$ cat src/rtl/pipelined_barrel_shifter.sv
// Pipelined barrel shifter: one registered log2 stage per shift-amount bit,
// supporting logical, arithmetic and rotate shifts behind a valid/ready stream.
module pipelined_barrel_shifter #(
    parameter  int WIDTH = 8,
    localparam int SHW   = $clog2(WIDTH)
) (
    input  logic             clk,
    input  logic             rst,
    input  logic             in_valid,
    output logic             in_ready,
    input  logic [WIDTH-1:0] in_data,
    input  logic [SHW-1:0]   in_shamt,
    input  logic             in_dir,
    input  logic [1:0]       in_mode,
    output logic             out_valid,
    input  logic             out_ready,
    output logic [WIDTH-1:0] out_data
);

    typedef enum logic [1:0] {
        MODE_LOGIC  = 2'b00,
        MODE_ARITH  = 2'b01,
        MODE_ROTATE = 2'b10,
        MODE_RSVD   = 2'b11
    } mode_e;

    // sign is the operand MSB captured at acceptance, used as arithmetic fill.
    typedef struct packed {
        logic             valid;
        logic             sign;
        logic             dir;
        mode_e            mode;
        logic [SHW-1:0]   shamt;
        logic [WIDTH-1:0] data;
    } stage_t;

    // stg[0] is the accepted input; stg[k+1] is the register of stage k.
    stage_t stg [SHW+1];
    logic   adv;

    assign adv      = out_ready || !stg[SHW].valid;
    assign in_ready = adv;

    assign stg[0] = '{
        valid: in_valid,
        sign:  in_data[WIDTH-1],
        dir:   in_dir,
        mode:  mode_e'(in_mode),
        shamt: in_shamt,
        data:  in_data
    };

    function automatic logic [WIDTH-1:0] shift_by(input stage_t s, input int amt);
        logic [WIDTH-1:0] fill;
        fill = ~({WIDTH{1'b1}} >> amt);
        if (s.mode == MODE_ROTATE)
            return s.dir ? ((s.data >> amt) | (s.data << (WIDTH - amt)))
                         : ((s.data << amt) | (s.data >> (WIDTH - amt)));
        else if (!s.dir)
            return s.data << amt;
        else if (s.mode == MODE_ARITH && s.sign)
            return (s.data >> amt) | fill;
        else
            return s.data >> amt;
    endfunction

    for (genvar k = 0; k < SHW; k++) begin : g_stage
        stage_t q;

        // NOTE: sequential state uses <= so every stage samples its upstream
        // neighbour's pre-edge value; blocking here would collapse the pipe.
        always_ff @(posedge clk or posedge rst) begin
            if (rst) begin
                q <= '0;
            end else if (adv) begin
                q.valid <= stg[k].valid;
                // NOTE: payload loads only with a valid item; bubbles clear just
                // the valid bit so idle data does not toggle.
                if (stg[k].valid) begin
                    q.sign  <= stg[k].sign;
                    q.dir   <= stg[k].dir;
                    q.mode  <= stg[k].mode;
                    q.shamt <= stg[k].shamt;
                    q.data  <= stg[k].shamt[k] ? shift_by(stg[k], 1 << k) : stg[k].data;
                end
            end
        end

        assign stg[k+1] = q;
    end

    assign out_valid = stg[SHW].valid;
    assign out_data  = stg[SHW].data;

endmodule

$ cat config.mk
export PLATFORM = sky130hd
export DESIGN_NAME = pipelined_barrel_shifter
export DESIGN_NICKNAME = d
export VERILOG_FILES = /design/src/rtl/pipelined_barrel_shifter.sv
export SDC_FILE = /design/constraint.sdc
export NUM_CORES = 1
export LEC_CHECK = 0
export BUFFER_PORTS_ARGS = -buffer_cell sky130_fd_sc_hd__buf_2
export CELL_PAD_IN_SITES_DETAIL_PLACEMENT = 0
export CELL_PAD_IN_SITES_GLOBAL_PLACEMENT = 1
export CORE_MARGIN = 5
export CORE_UTILIZATION = 39
export DETAILED_ROUTE_END_ITERATION = 10
export PLACE_DENSITY = 0.69
export SLEW_MARGIN = 20
export SYNTH_ARGS = -nofsm -noshare
export SYNTH_HDL_FRONTEND = slang
export SYNTH_SLANG_ARGS = --single-unit
$ cat constraint.sdc
create_clock -name clk -period 1.5 [get_ports clk]
set_clock_uncertainty 0.15 [all_clocks]
set_input_delay 0 -clock clk [delete_from_list [all_inputs] [get_ports clk]]
set_output_delay 0 -clock clk [all_outputs]
set_load 0.1 [all_outputs]
==> flow_metrics.env <==
export IMPL_worst_setup_path_end_kind="flip-flop"
export IMPL_grt_antenna_before_repair=0
export IMPL_synth_top_cells_by_count="40 x sky130_fd_sc_hd__nand2_1, 38 x sky130_fd_sc_hd__dfrtp_1, 31 x sky130_fd_sc_hd__o21ai_0, 10 x sky130_fd_sc_hd__mux2i_1, 8 x sky130_fd_sc_hd__nor2_1"
export IMPL_clock_sink_count=38
export IMPL_port_buffers=27
export IMPL_initial_utilization_pct=40.6
export IMPL_syn_area_um2=1930
export IMPL_viasPerCell=4.89
export IMPL_outcome="completed"
export IMPL_arrival_ns=1.45
export IMPL_reg_to_reg_critical_path_startpoint="g_stage[1].q[12]"
export IMPL_antenna_left=0
export IMPL_worst_hold_slack_ns=0.0441
export IMPL_synthXorXnorAreaFrac_pct=0
export IMPL_timing_final_crit_share_pct=95.3
export IMPL_power_share_clock_pct=17.3
export IMPL_synthCells=193
export IMPL_maxCapViolCount=0
export IMPL_number_of_search_and_repair_iterations_in_the_first_detailed_routing_pass=4
export IMPL_achievable_frequency_mhz=700
export IMPL_fp_dieH_um=80.3
export IMPL_layout_drive_gt1_share_pct=26.4
export IMPL_whs_path_depth=2
export IMPL_synth_seq_area_share_pct=49.3
export IMPL_power_static_leakage_nw=1.13
export IMPL_synth_top_cells_by_area="sky130_fd_sc_hd__dfrtp_1 49%, sky130_fd_sc_hd__o21ai_0 8.0%, sky130_fd_sc_hd__nand2_1 7.8%"
export IMPL_setup_tns_ns=0
export IMPL_top_area_cell_type_share_of_the_netlist_area_pct=49.3
export IMPL_vias=1497
export IMPL_drcViolationCount=0
export IMPL_rsz0062_at_grt="yes"
export IMPL_yosys_area_share_adder_pct=0
export IMPL_seq_power_share_pct=36.5
export IMPL_crit_required_ns=1.52
export IMPL_inserted_clock_buffers=5
export IMPL_grt_pass1_wl_um=7350
export IMPL_power_switching_share_pct=46.8
export IMPL_synthDominantAreaCellType="sky130_fd_sc_hd__dfrtp_1"
export IMPL_slew_limit_headroom_pct=67.8
export IMPL_cts_max_level=2
export IMPL_power_density_cell_area_nw_per_um2=2040
export IMPL_post_cts_setup_buffers=0
export IMPL_power_net_switching_mw=2.31
export IMPL_hold_startpoint="in_dir"
export IMPL_period_needed_ns=1.43
export IMPL_synth_most_common_cell="sky130_fd_sc_hd__nand2_1"
export IMPL_avgSynthCellArea_um2=10.0
export IMPL_finish_cell_count_without_fillers=306
export IMPL_globalRoute_totalOverflow=0
export IMPL_path_max_fanout=4
export IMPL_final_util_pct=51.0
export IMPL_synth_simple_gate_area_share_pct=16.5
export IMPL_cp_max_delay_cell="sky130_fd_sc_hd__dfrtp_1"
export IMPL_clock_latency_ns=0.29
export IMPL_avgRoutedWirePerCell_um=13.4
export IMPL_cp_num_buf_inv=0
export IMPL_max_vdd_ir_drop_mv=0.908
export IMPL_num_rows=25
export IMPL_die_w_um=80.3
export IMPL_grt_pass1_vias=1593
export IMPL_timing_rr_end="out_data[3]"
export IMPL_critical_path_max_stage_delay_ns=0.39
export IMPL_timing_final_hold_violations=0
export IMPL_synth_compound_area_share_pct=15.8
export IMPL_grt_usage_pct=14.9
export IMPL_crit_path_start_kind="flip-flop"
export IMPL_synth_mux_area_share_pct=12.8
export IMPL_routed_wl_um=4100
export IMPL_comb_power_share_pct=46.2
export IMPL_critical_path_top_delay_family="compound AO/OA/AOI/OAI gates"
export IMPL_synth_edff_count=0
export IMPL_combinational_family_with_the_most_area_after_synthesis="simple AND/OR/NAND/NOR gates"
export IMPL_number_of_inserted_diodes=0
export IMPL_placed_cells=282
export IMPL_path_clk_slew_ns=0.08
export IMPL_clock_path_buffers=2
export IMPL_core_um2=4750
export IMPL_criticalPathCategory="flip-flop to flip-flop"
export IMPL_die_area_um2=6450
export IMPL_synth_seq_cells=38
export IMPL_routabilityCongestion=0.865
export IMPL_tightestPinTransition_ns=0.487
export IMPL_whs_endpoint="g_stage[0].q[13]"
export IMPL_rrSetupSlack_ns=0.07
export IMPL_grt_max_degree=25
export IMPL_internal_power_mw=2.63
export IMPL_cell_depth_of_the_worst_flop_to_flop_path=4
export IMPL_clk_root_buffer_cell="sky130_fd_sc_hd__clkbuf_8"
export IMPL_flow_area_growth_from_synthesis_pct=25.7
export IMPL_num_io_pins=28
export IMPL_yosys_most_used_dff="sky130_fd_sc_hd__dfrtp_1"
export IMPL_synth_cell_types=29
export IMPL_final_max_slew_violation_count=0
export IMPL_critical_path_cell_by_cell="nor2b_1 > o21a_1 > a221oi_1 > nor2_1"
export IMPL_setup_viol_count_final=0
export IMPL_min_delay_worst_type="input pin to flip-flop"
export IMPL_dp_hpwl_um=3060
export IMPL_mappedNetlistNets=211
export IMPL_drt_iter0_drc=64
export IMPL_share_of_synthesized_flip_flops_with_an_asynchronous_set_or_reset_pct=100
export IMPL_ys_warnings_count=0
export IMPL_cts_tree="built"
export IMPL_nets_finish=256
==> cells in the final DEF (no fill, tap or decap), types with 2 or more instances in the layout <==
master,Yosys,routed
sky130_fd_sc_hd__mux2i_1,10,10
sky130_fd_sc_hd__nand2_1,40,39
sky130_fd_sc_hd__dfrtp_1,38,36
sky130_fd_sc_hd__and3b_1,2,2
sky130_fd_sc_hd__mux2_2,5,5
sky130_fd_sc_hd__mux2_4,6,6
sky130_fd_sc_hd__nand4b_1,4,4
sky130_fd_sc_hd__a21oi_1,4,4
sky130_fd_sc_hd__nor2_1,8,8
sky130_fd_sc_hd__nor2b_1,2,2
sky130_fd_sc_hd__buf_4,2,6
sky130_fd_sc_hd__inv_1,5,5
sky130_fd_sc_hd__dlygate4sd3_1,0,16
sky130_fd_sc_hd__a31o_2,2,2
sky130_fd_sc_hd__clkbuf_8,0,5
sky130_fd_sc_hd__buf_2,4,26
sky130_fd_sc_hd__and2b_1,2,2
sky130_fd_sc_hd__a221oi_2,0,3
sky130_fd_sc_hd__o21ai_0,31,31
sky130_fd_sc_hd__o22ai_1,5,5
sky130_fd_sc_hd__o21ai_1,6,6
==> metal layers <==
| layer | track usage [%] | wire [um] | vias up |
|---|---|---|---|
| met5 | 0 | 0 | - |
| met4 | 6.93 | 90 | 0 |
| met3 | 3.48 | 160 | 8 |
| met2 | 25.8 | 2110 | 32 |
| met1 | 17.1 | 1750 | 690 |
| li1 | - | - | 767 |
==> sequential cells by signal (all words and copies together) (netlist names) <==
signal	cells
g_stage.q	29
out_data	8
out_valid	1
==> per-stage QoR <==
| stage | area (um^2) | setup slack, ns | power [mW] |
|---|---|---|---|
| floorplan | 1950 | -0.199 | 3.60 |
| global placement | 2130 | 0.0874 | 3.96 |
| detailed placement | 2130 | -0.00594 | 4.02 |
| CTS | 2400 | 0.0344 | 4.93 |
| global route | 2430 | -0.00641 | 5.29 |
| finish | 2430 | 0.0710 | 4.94 |
==> layout make-up <==
type | count | area [um^2]
flip-flops and latches | 38 | 956
multi-input cells | 139 | 902
fillers | 458 | 2330
repair buffers | 49 | 355
inverters | 5 | 18.8
clock inverters | 2 | 37.5
well taps | 67 | 83.8
clock buffers | 6 | 72.6
==> timing repair <==
action | in CTS | in global routing
hold buffers | 16 | 0
setup endpoints to repair | 1 | 7
gates resized for setup | 1 | 5
hold endpoints to repair | 54 | 0
==> power by group through the flow <==
stage                     Combinational, mW  Sequential [mW]  Clock, mW
after floorplan                        1.06             2.54          0
after global placement                 2.17             1.79          0
after detailed placement               2.21             1.81          0
after CTS                              2.25             1.79      0.889
after global routing                   2.46             1.88      0.945
final                                  2.28             1.80      0.854
==> kinds of logic (layout without fill, tap and decap cells) <==
| family | count (synthesis) | after routing |
|---|---|---|
| mux | 21 | 21 |
| buf+inv | 16 | 62 |
| simple gates | 64 | 64 |
| compound gates | 54 | 54 |
| flops | 38 | 38 |
==> worst max-delay path by stage <==
stage / start / endpoint / slack (ns) / cells past startpoint
after floorplan: out_valid / g_stage[1].q[10] / -0.20 / 5
after global placement: out_valid / out_data[7] / 0.09 / 4
after detailed placement: out_valid / out_data[2] / -0.006 / 4
after CTS: out_valid / out_data[6] / 0.03 / 4
after global routing: out_valid / out_data[3] / -0.006 / 4
final: g_stage[1].q[12] / out_data[3] / 0.07 / 4
Note: power is estimated with default switching activity, not from simulation.
